### src/rtl/perf_sample_ctrl.sv
// perf_sample_ctrl: periodic / on-demand coherent snapshot of the perf-counter register port into
// a sample FIFO, arbitrating the port against host accesses. Option macro: PERF_SAMPLE_TAG_EN.
module perf_sample_ctrl #(
  parameter int unsigned DATA_WIDTH    = 32,
  parameter int unsigned ADDR_WIDTH    = 8,
  parameter int unsigned NUM_EVT_WORDS = 16,
  parameter int unsigned FIFO_DEPTH    = 64
) (
  input  logic                  clk,
  input  logic                  rst_n,
  input  logic                  enable,
  input  logic [31:0]           period,
  input  logic                  sample_now,
  input  logic                  host_req,
  input  logic                  host_wr,
  input  logic [ADDR_WIDTH-1:0] host_addr,
  input  logic [DATA_WIDTH-1:0] host_wdata,
  output logic [DATA_WIDTH-1:0] host_rdata,
  output logic                  host_ready,
  output logic                  pc_reg_wr,
  output logic [ADDR_WIDTH-1:0] pc_reg_addr,
  output logic [DATA_WIDTH-1:0] pc_reg_wdata,
  input  logic [DATA_WIDTH-1:0] pc_reg_rdata,
  output logic                  smp_valid,
  output logic [DATA_WIDTH-1:0] smp_data,
  input  logic                  smp_ready,
  output logic                  busy,
  output logic [15:0]           sample_cnt,
  output logic [15:0]           drop_cnt
);

  localparam int unsigned W  = 2 + NUM_EVT_WORDS;
`ifdef PERF_SAMPLE_TAG_EN
  localparam int unsigned SMP_WORDS = W + 1;
`else
  localparam int unsigned SMP_WORDS = W;
`endif
  localparam int unsigned PW = $clog2(FIFO_DEPTH);
  localparam int unsigned IW = $clog2(W);

  typedef enum logic [2:0] {StIdle, StRdCtrl, StFreeze, StRead, StRestore} state_e;

  state_e                state_q, state_d, state;
  logic [31:0]           tmr_q, tmr_d;
  logic                  pending_q, pending_d, enable_q;
  logic [7:0]            saved_ctrl_q, saved_ctrl_d;
  logic [IW-1:0]         idx_q, idx_d;
  logic [PW:0]           wptr_q, rptr_q, level;
  logic [15:0]           sample_cnt_q, drop_cnt_q, drop_cnt_d;
  logic [DATA_WIDTH-1:0] mem [FIFO_DEPTH];
  logic                  tmr_hit, trig, want, has_space, start, reject;
  logic                  push, pop, sample_inc;
  logic [DATA_WIDTH-1:0] push_data;
  logic [ADDR_WIDTH-1:0] rd_addr;
  logic [16:0]           drop_sum;

  assign tmr_hit = enable && (period != 32'd0) && (tmr_q == period - 32'd1);
  assign trig    = tmr_hit | sample_now;

  always_comb begin
    tmr_d = tmr_q;
    if (!enable)                tmr_d = '0;
    else if (period != 32'd0)   tmr_d = tmr_hit ? '0 : tmr_q + 32'd1;
  end

  assign level     = wptr_q - rptr_q;
  assign has_space = 32'(level) <= FIFO_DEPTH - SMP_WORDS;
  assign want      = (state_q == StIdle) && (pending_q || trig);
  assign start     = want && has_space;
  assign reject    = want && !has_space;
  // The start cycle already performs the CTRL read, so the sequence is 3 + W cycles in total.
  assign state     = start ? StRdCtrl : state_q;
  assign busy      = (state != StIdle);

  always_comb begin
    rd_addr = ADDR_WIDTH'(32'h18 + (32'(idx_q) << 2));
    if (idx_q == '0)         rd_addr = ADDR_WIDTH'(32'h10);
    else if (idx_q == IW'(1)) rd_addr = ADDR_WIDTH'(32'h14);
  end

  always_comb begin
    state_d      = state_q;
    idx_d        = idx_q;
    saved_ctrl_d = saved_ctrl_q;
    pc_reg_wr    = 1'b0;
    pc_reg_addr  = '0;
    pc_reg_wdata = '0;
    host_ready   = 1'b0;
    push         = 1'b0;
    push_data    = pc_reg_rdata;
    sample_inc   = 1'b0;
    unique case (state)
      StIdle: begin
        pc_reg_wr    = host_req & host_wr;
        pc_reg_addr  = host_addr;
        pc_reg_wdata = host_wdata;
        host_ready   = host_req;
      end
      StRdCtrl: begin
        saved_ctrl_d = pc_reg_rdata[7:0] & 8'hFD;
        state_d      = StFreeze;
      end
      StFreeze: begin
        pc_reg_wr    = 1'b1;
        pc_reg_wdata = DATA_WIDTH'(saved_ctrl_q | 8'h04);
        idx_d        = '0;
        state_d      = StRead;
`ifdef PERF_SAMPLE_TAG_EN
        push         = 1'b1;
        push_data    = DATA_WIDTH'({sample_cnt_q, 8'(W), 8'hA5});
`endif
      end
      StRead: begin
        pc_reg_addr = rd_addr;
        push        = 1'b1;
        if (idx_q == IW'(W - 1)) state_d = StRestore;
        else                     idx_d   = idx_q + IW'(1);
      end
      StRestore: begin
        pc_reg_wr    = 1'b1;
        pc_reg_wdata = DATA_WIDTH'(saved_ctrl_q);
        sample_inc   = 1'b1;
        state_d      = StIdle;
      end
      default: state_d = StIdle;
    endcase
  end

  // A trigger colliding with an already-pending one and a space rejection can land together.
  assign drop_sum = {1'b0, drop_cnt_q} + 17'(trig & pending_q) + 17'(reject);

  always_comb begin
    drop_cnt_d = drop_sum[16] ? 16'hFFFF : drop_sum[15:0];
    if (enable && !enable_q) drop_cnt_d = '0;
    pending_d = pending_q;
    if (want)      pending_d = 1'b0;
    else if (trig) pending_d = 1'b1;
  end

  assign pop        = smp_valid & smp_ready;
  assign smp_valid  = (wptr_q != rptr_q);
  assign smp_data   = smp_valid ? mem[rptr_q[PW-1:0]] : '0;
  assign host_rdata = pc_reg_rdata;
  assign sample_cnt = sample_cnt_q;
  assign drop_cnt   = drop_cnt_q;

  always_ff @(posedge clk or negedge rst_n) begin
    if (!rst_n) begin
      state_q      <= StIdle;
      tmr_q        <= '0;
      pending_q    <= 1'b0;
      enable_q     <= 1'b0;
      saved_ctrl_q <= '0;
      idx_q        <= '0;
      wptr_q       <= '0;
      rptr_q       <= '0;
      sample_cnt_q <= '0;
      drop_cnt_q   <= '0;
    end else begin
      state_q      <= state_d;
      tmr_q        <= tmr_d;
      pending_q    <= pending_d;
      enable_q     <= enable;
      saved_ctrl_q <= saved_ctrl_d;
      idx_q        <= idx_d;
      drop_cnt_q   <= drop_cnt_d;
      if (push)       wptr_q       <= wptr_q + 1'b1;
      if (pop)        rptr_q       <= rptr_q + 1'b1;
      if (sample_inc) sample_cnt_q <= sample_cnt_q + 16'd1;
    end
  end

  always_ff @(posedge clk) begin
    if (push) mem[wptr_q[PW-1:0]] <= push_data;
  end

endmodule

### config.mk
export PLATFORM = sky130hd
export DESIGN_NAME = perf_sample_ctrl
export DESIGN_NICKNAME = d
export VERILOG_FILES = /design/src/rtl/perf_sample_ctrl.sv
export SDC_FILE = /design/constraint.sdc
export NUM_CORES = 2
export LEC_CHECK = 0
export CAP_MARGIN = 30
export CORE_MARGIN = 1.5
export CORE_UTILIZATION = 55
export CTS_CLUSTER_DIAMETER = 120
export DETAILED_ROUTE_END_ITERATION = 8
export MAX_ROUTING_LAYER = met4
export PLACE_DENSITY = 0.8
export SLEW_MARGIN = 5
export SYNTH_ARGS = -nofsm -noshare
export SYNTH_HDL_FRONTEND = slang
export SYNTH_SLANG_ARGS = --single-unit
export TNS_END_PERCENT = 5
### constraint.sdc
create_clock -name clk -period 7.6 [get_ports clk]
set_input_delay 0.76 -clock clk [delete_from_list [all_inputs] [get_ports clk]]
set_output_delay 0.76 -clock clk [all_outputs]
set_load 0.05 [all_outputs]
# Yosys cells after proc, flatten, opt, wreduce, memory -nomap -nowiden
# Memory sizes are Yosys's and may differ from the RTL's.
# Cells that the tools add are included.
# classes
addsub	10
magnitude_cmp	1
eq_ne	11
muxes	23
n_bitwise	5
n_reduce_logical	19
# op_table
op	count
2-to-1 mux 32 bit	4
case mux 32 bit (3 select lines)	1
adder 32 x 1 -> 32 bit, second input constant	1
equality test 32 bit	1
2-to-1 mux 16 bit	2
nonzero test 32 bit	1
subtractor 32 x 1 -> 32 bit, second input constant	1
adder 16 x 1 -> 17 bit	1
adder 17 x 1 -> 17 bit	1
adder 16 x 1 -> 16 bit, second input constant	1
2-to-1 mux 8 bit	2
case mux 8 bit (2 select lines)	1
adder 7 x 1 -> 7 bit, second input constant	2
case mux 3 bit (4 select lines)	1
case mux 5 bit (2 select lines)	1
adder 5 x 7 -> 8 bit, first input constant	1
<= comparator 7 x 6 -> 1 bit, second input constant	1
2-to-1 mux 1 bit	7
!= test 7 bit	1
subtractor 7 bit	1
equality test 3 x 2 -> 1 bit, second input constant	2
logical AND 1 bit	6
logical NOT 3 bit	2
2-to-1 mux 3 bit	2
other kinds (19)	25
# totals
register_bits	95
ram_bits	2048
input_bits	111
output_inout_bits	140
mem_count	1
# mem_list
memory	depth	width	rd	rd_ports_with_merged_regs	write_ports	line_no	rtl
mem	64	32	1	0	1	50	logic [DATA_WIDTH-1:0] mem [FIFO_DEPTH];

# Depth between registers and ports, before layout
# depth
word_depth	12
depth_mapped	20
depth_no_buf	18

# Worst setup path after synthesis
# OpenSTA, ideal clock, no wires.
# synth_path
path_type	reg2reg
from	reg rptr_q[1]
to	reg drop_cnt_q[10] (netlist: drop_cnt[10])
arrival_time_ns	4.939
required_time_ns	7.522
setup_slack_ns	2.583
path_stages_with_launch	21
path_buffers	5
cell_sequence	dfrtp_1 > clkbuf_1 > clkbuf_1 > clkbuf_1 > clkbuf_1 > inv_1 > ha_1 > nor2b_1 > o21a_1 > o21ai_0 > or3b_2 > nand2_1 > a31oi_1 > nand3b_1 > fa_1 > inv_1 > ha_1 > nand4_1 > or3_1 > clkbuf_1 > a21oi_1
# synth_between
elab_chain_cells	7
# synth_lines
element	line_no	rtl
start: declaration	48	logic [PW:0] wptr_q, rptr_q, level;
start signal: assignment	168	if (pop) rptr_q <= rptr_q + 1'b1;
subtractor 7 bit	66	assign level = wptr_q - rptr_q;
<= comparator 7 x 6 -> 1 bit	67	assign has_space = 32'(level) <= FIFO_DEPTH - SMP_WORDS;
logical NOT 1 bit	70	assign reject = want && !has_space;
logical AND 1 bit	70	
adder 17 x 1 -> 17 bit	130	assign drop_sum = {1'b0, drop_cnt_q} + 17'(trig & pending_q) + 17'(reject);
2-to-1 mux 16 bit	133	drop_cnt_d = drop_sum[16] ? 16'hFFFF : drop_sum[15:0];
2-to-1 mux 16 bit	134	if (enable && !enable_q) drop_cnt_d = '0;
net drop_cnt_d[10]	49	logic [15:0] sample_cnt_q, drop_cnt_q, drop_cnt_d;
end signal: assignment	166	drop_cnt_q <= drop_cnt_d;
end: declaration	49	
# The timed path passes the listed nets, and every way through them passes these cells.
# A chain may end at the register's enable or synchronous reset.

# Worst setup path after layout
# layout_path
from	in period[0]
to	out pc_reg_wdata[2]
# layout_between
elab_chain_cells	10
elab_cells_between_ends	14
# layout_lines
element	line_no	rtl
start: declaration	12	input logic [31:0] period,
subtractor 32 x 1 -> 32 bit / nonzero test 32 bit (equally long branches)	57	assign tmr_hit = enable && (period != 32'd0) && (tmr_q == period - 32'd1);
equality test 32 bit / logical AND 1 bit (equally long branches)	57	
logical AND 1 bit (*)	57	
bitwise OR 1 bit (*)	58	assign trig = tmr_hit | sample_now;
logical OR 1 bit (*)	68	assign want = (state_q == StIdle) && (pending_q || trig);
logical AND 1 bit (*)	68	
logical AND 1 bit (*)	69	assign start = want && has_space;
2-to-1 mux 3 bit (*)	72	assign state = start ? StRdCtrl : state_q;
equality test 3 bit, or another cell as far along	92	unique case (state)
case mux 32 bit (3 select lines) (*)	92	
end: declaration	22	output logic [DATA_WIDTH-1:0] pc_reg_wdata,
# Mark *: on every way between the ends. The rest lies on a longest branch, timed or not.

==> impl_metrics.sql <==
INSERT INTO impl_metrics (metric_group, metric, value, unit) VALUES
('status', 'outcome', 'finished, final reports clean', ''),
('setup_path', 'critPathRequiredTime', '6840', 'ps'),
('timing', 'finalCritPeriodShare', '0.8601', ''),
('synth', 'ys_async_sr_fraction', '0.04433', ''),
('clock_network', 'cts_tree', 'done', ''),
('synth', 'synth.ff_latch_count', '2143', ''),
('synth', 'synth_flop_cell', 'sky130_fd_sc_hd__edfxtp_1', ''),
('clock_network', 'clk_pin_slew_worst_paths', '60', 'ps'),
('synth', 'post_synth_instance_area', '84880', 'um^2'),
('cells_and_area', 'total_nets_final', '4341', ''),
('synth', 'synth_seq_area_share', '0.7525', ''),
('synth', 'ys_warn_count', '0', ''),
('placed_design', 'detailed_place_hpwl', '117.9', 'mm'),
('cells_and_area', 'flow.area_growth_from_synthesis', '15.00', '%'),
('placed_design', 'portBuffers', '250', ''),
('routing', 'viasPerCell', '6.877', ''),
('global_routing', 'track_usage', '0.3124', ''),
('timing', 'finalHoldViolations', '0', ''),
('cells_and_area', 'most_common_library_cell_in_the_layout_ignoring_fill_and_taps', 'sky130_fd_sc_hd__edfxtp_1', ''),
('timing', 'clock_skew', '17.90', 'ps'),
('global_routing', 'grt_pass1_vias', '44990', ''),
('setup_path', 'setup.worst_path.end_class', 'primary output', ''),
('global_routing', 'globalRoute.totalOverflow', '0', ''),
('floorplanning', 'die_w', '395.9', 'um'),
('routing', 'routed_wl', '235.3', 'mm'),
('floorplanning', 'chipHeight', '395.9', 'um'),
('synth', 'synth_cells', '3849', ''),
('synth', 'largest_cells_by_area_after_synthesis', 'sky130_fd_sc_hd__edfxtp_1 72%, sky130_fd_sc_hd__mux4_2 18%, sky130_fd_sc_hd__dfrtp_1 2.8%', ''),
('routing', 'drt_iter0_markers', '7169', ''),
('cells_and_area', 'share_of_post_route_cells_with_drive_strength_above_1', '0.2797', ''),
('timing', 'timing.setup.tns', '0', 'ps'),
('setup_path', 'worst-path-max-fanout', '43', ''),
('setup_path', 'setup.worst_path.start_class', 'primary input', ''),
('routing', 'remaining_drc_errors', '0', ''),
('synth', 'post_synth.cell_area_avg', '22.05', 'um^2'),
('synth', 'synthesis.nets', '3980', ''),
('timing', 'grt_setup_unrepaired', 'false', ''),
('timing', 'pins_over_their_slew_limit', '0', ''),
('power_and_ir_drop', 'leakagePower', '0.03099', 'uW'),
('cells_and_area', 'layout.cell_area.non_filler', '97610', 'um^2'),
('cells_and_area', 'layout.cells.most_common_list', '2,048 x sky130_fd_sc_hd__edfxtp_1, 666 x sky130_fd_sc_hd__mux4_2, 217 x sky130_fd_sc_hd__clkdlybuf4s50_1', ''),
('clock_network', 'clock_insertion_delay_worst_skew', '830', 'ps'),
('routing', 'antenna_left', '0', ''),
('global_routing', 'antenna_violations_before_repair', '17', ''),
('floorplanning', 'initial_core_util', '0.5562', ''),
('floorplanning', 'floorplan.io_pins', '251', ''),
('clock_network', 'clk_path_buf_depth', '3', ''),
('min_path', 'min_path_type', 'primary input to flip-flop', ''),
('setup_path', 'critPathKind', 'primary input to primary output', ''),
('floorplanning', 'die-area', '156700', 'um^2'),
('timing', 'period_needed', '6537', 'ps'),
('setup_path', 'cp_data_arrival_time', '5780', 'ps'),
('clock_network', 'post_cts_sizing_count', '0', ''),
('clock_network', 'clock_tree.htree_level_count', '4', ''),
('synth', 'synth_largest_area_cell', 'sky130_fd_sc_hd__edfxtp_1', ''),
('floorplanning', 'placeableCoreArea', '152600', 'um^2'),
('power_and_ir_drop', 'power.density', '381.2', 'nW/um^2'),
('placed_design', 'routabilityCongestion', '0.9137', ''),
('timing', 'relSlewSlack', '0.3223', ''),
('timing', 'max_slew.worst_pin.slew', '1017', 'ps'),
('routing', 'drt-wirelength-per-cell', '36.61', 'um'),
('run', 'drv_cap', '0', ''),
('global_routing', 'grt_max_degree', '127', ''),
('synth', 'synth_edf_count', '2048', ''),
('clock_network', 'tritoncts_buffers', '201', ''),
('clock_network', 'cts_sinks', '2143', ''),
('clock_network', 'clockRootBuffer', 'sky130_fd_sc_hd__clkbuf_16', ''),
('synth', 'yosys.cell_types.count', '71', ''),
('timing', 'fmaxAchievable', '0.1530', 'GHz'),
('placed_design', 'placed_cell_area', '90310', 'um^2'),
('power_and_ir_drop', 'power.ir.vdd_worst', '352.1', 'uV'),
('synth', 'yosysTopAreaCellShare', '0.7245', ''),
('global_routing', 'grt_first_pass_wirelength', '332.3', 'mm'),
('routing', 'route.vias.total', '44210', ''),
('timing', 'setup_viol', '0', ''),
('floorplanning', 'std_cell_rows', '143', ''),
('routing', 'first_pass_iters', '8', '');
-- worst paths after layout --
check | endpoint | depth (start not counted) | startpoint | slack (ps)
max in group asynchronous | tmr_q[0] | 3 | rst_n | 5970
min | mem[63][27] | 1 | pc_reg_rdata[27] | 220
min reg2reg | sample_cnt[15] | 1 | sample_cnt[15] | 480
max reg2reg | drop_cnt[0] | 16 | rptr_q[1] | 2510
max | pc_reg_wdata[2] | 13 | period[0] | 1060
min in group asynchronous | state_q[2] | 2 | rst_n | 510
-- worst max-delay path, cell delays in order --
cell and delay, ps:
sky130_fd_sc_hd__clkdlybuf4s50_1 500, sky130_fd_sc_hd__inv_1 120, sky130_fd_sc_hd__ha_1 310, sky130_fd_sc_hd__nor3b_1 660, sky130_fd_sc_hd__nand3_1 280, sky130_fd_sc_hd__mux2_2 360, sky130_fd_sc_hd__nor4_1 330, sky130_fd_sc_hd__nand4_1 140
sky130_fd_sc_hd__nor4_1 430, sky130_fd_sc_hd__a21o_1 440, sky130_fd_sc_hd__a21boi_4 300, sky130_fd_sc_hd__a221o_1 420, sky130_fd_sc_hd__clkdlybuf4s50_1 710
-- timing repair --
item                      in CTS  in global routing
hold endpoints to repair      43                  0
hold buffers                   1                  0
buffers inserted               0                  0
-- Yosys cell counts, types with 10 or more instances --
master and number:
sky130_fd_sc_hd__a21o_1 10, sky130_fd_sc_hd__a21oi_1 28, sky130_fd_sc_hd__and2_1 62, sky130_fd_sc_hd__and3_1 29
sky130_fd_sc_hd__buf_1 70, sky130_fd_sc_hd__buf_4 34, sky130_fd_sc_hd__clkbuf_1 115, sky130_fd_sc_hd__dfrtp_1 95
sky130_fd_sc_hd__edfxtp_1 2048, sky130_fd_sc_hd__ha_1 18, sky130_fd_sc_hd__inv_1 30, sky130_fd_sc_hd__mux4_2 666
sky130_fd_sc_hd__nand2_1 100, sky130_fd_sc_hd__nand2b_1 12, sky130_fd_sc_hd__nand3_1 62, sky130_fd_sc_hd__nand3b_1 11
sky130_fd_sc_hd__nand4_1 20, sky130_fd_sc_hd__nor2_1 103, sky130_fd_sc_hd__nor2b_1 13, sky130_fd_sc_hd__nor3_1 29
sky130_fd_sc_hd__nor4_1 21, sky130_fd_sc_hd__o21ai_0 23, sky130_fd_sc_hd__or2_2 10, sky130_fd_sc_hd__or3_1 26
sky130_fd_sc_hd__or4_1 10, sky130_fd_sc_hd__xnor2_1 50, sky130_fd_sc_hd__xor2_1 38
-- routing by layer --
metal / vias to the layer above / GRT usage / part of all wire
li1: 16920 / - / -
met1: 22900 / 0.3914 / 0.34
met2: 3689 / 0.4955 / 0.50
met3: 702 / 0.07439 / 0.12
met4: 0 / 0.1272 / 0.046
met5: - / - / 0
-- layout make-up --
type | instances | area [um^2]
clock inverter | 132 | 1541
clock buffer | 244 | 5361
sequential | 2143 | 63890
antenna | 15 | 37.54
tap | 2030 | 2540
inverter | 31 | 125.1
multi-input combinational | 1449 | 20380
timing repair buffer | 384 | 3737
fill | 9372 | 55010
-- per-stage QoR --
step | setup slack (ps) | hold WS, ps | std cells | total power (uW) | util
after floorplan | 2583 | 460.7 | 3849 | 22160 | -
after global placement | 1324 | 467.4 | 6013 | 26050 | 0.5911
after detailed placement | 1144 | 476.0 | 6018 | 26310 | 0.5917
after CTS | 1122 | 303.3 | 6395 | 37170 | 0.6370
after global routing | 653.9 | 188.7 | 6423 | 38130 | 0.6395
final | 1063 | 219.2 | 6428 | 37210 | 0.6396
-- state kept, by name, indices dropped and copies added (netlist names) --
register	count
enable_q	1
state_q	3
saved_ctrl_q	7
drop_cnt	16
idx_q	5
rptr_q	7
sample_cnt	16
pending_q	1
wptr_q	7
tmr_q	32
mem	2048
-- cells by family after synthesis --
logic type,Yosys count,synth area share
AOI/OAI and AO/OA,128,0.01047
xor gates and xnor gates,89,0.009346
adders and majority gates,20,0.003125
buffers and inverters,257,0.01305
DFF,2143,0.7525
muxes,677,0.1781
and+or+nand+nor,535,0.03343
-- report_power, final --
group	internal [uW]	total [uW]	switching (uW)
Combinational	5230	12300	7040
Clock	6150	10600	4490
Sequential	13800	14300	558
No activity file was read; power rests on OpenSTA's default activity.
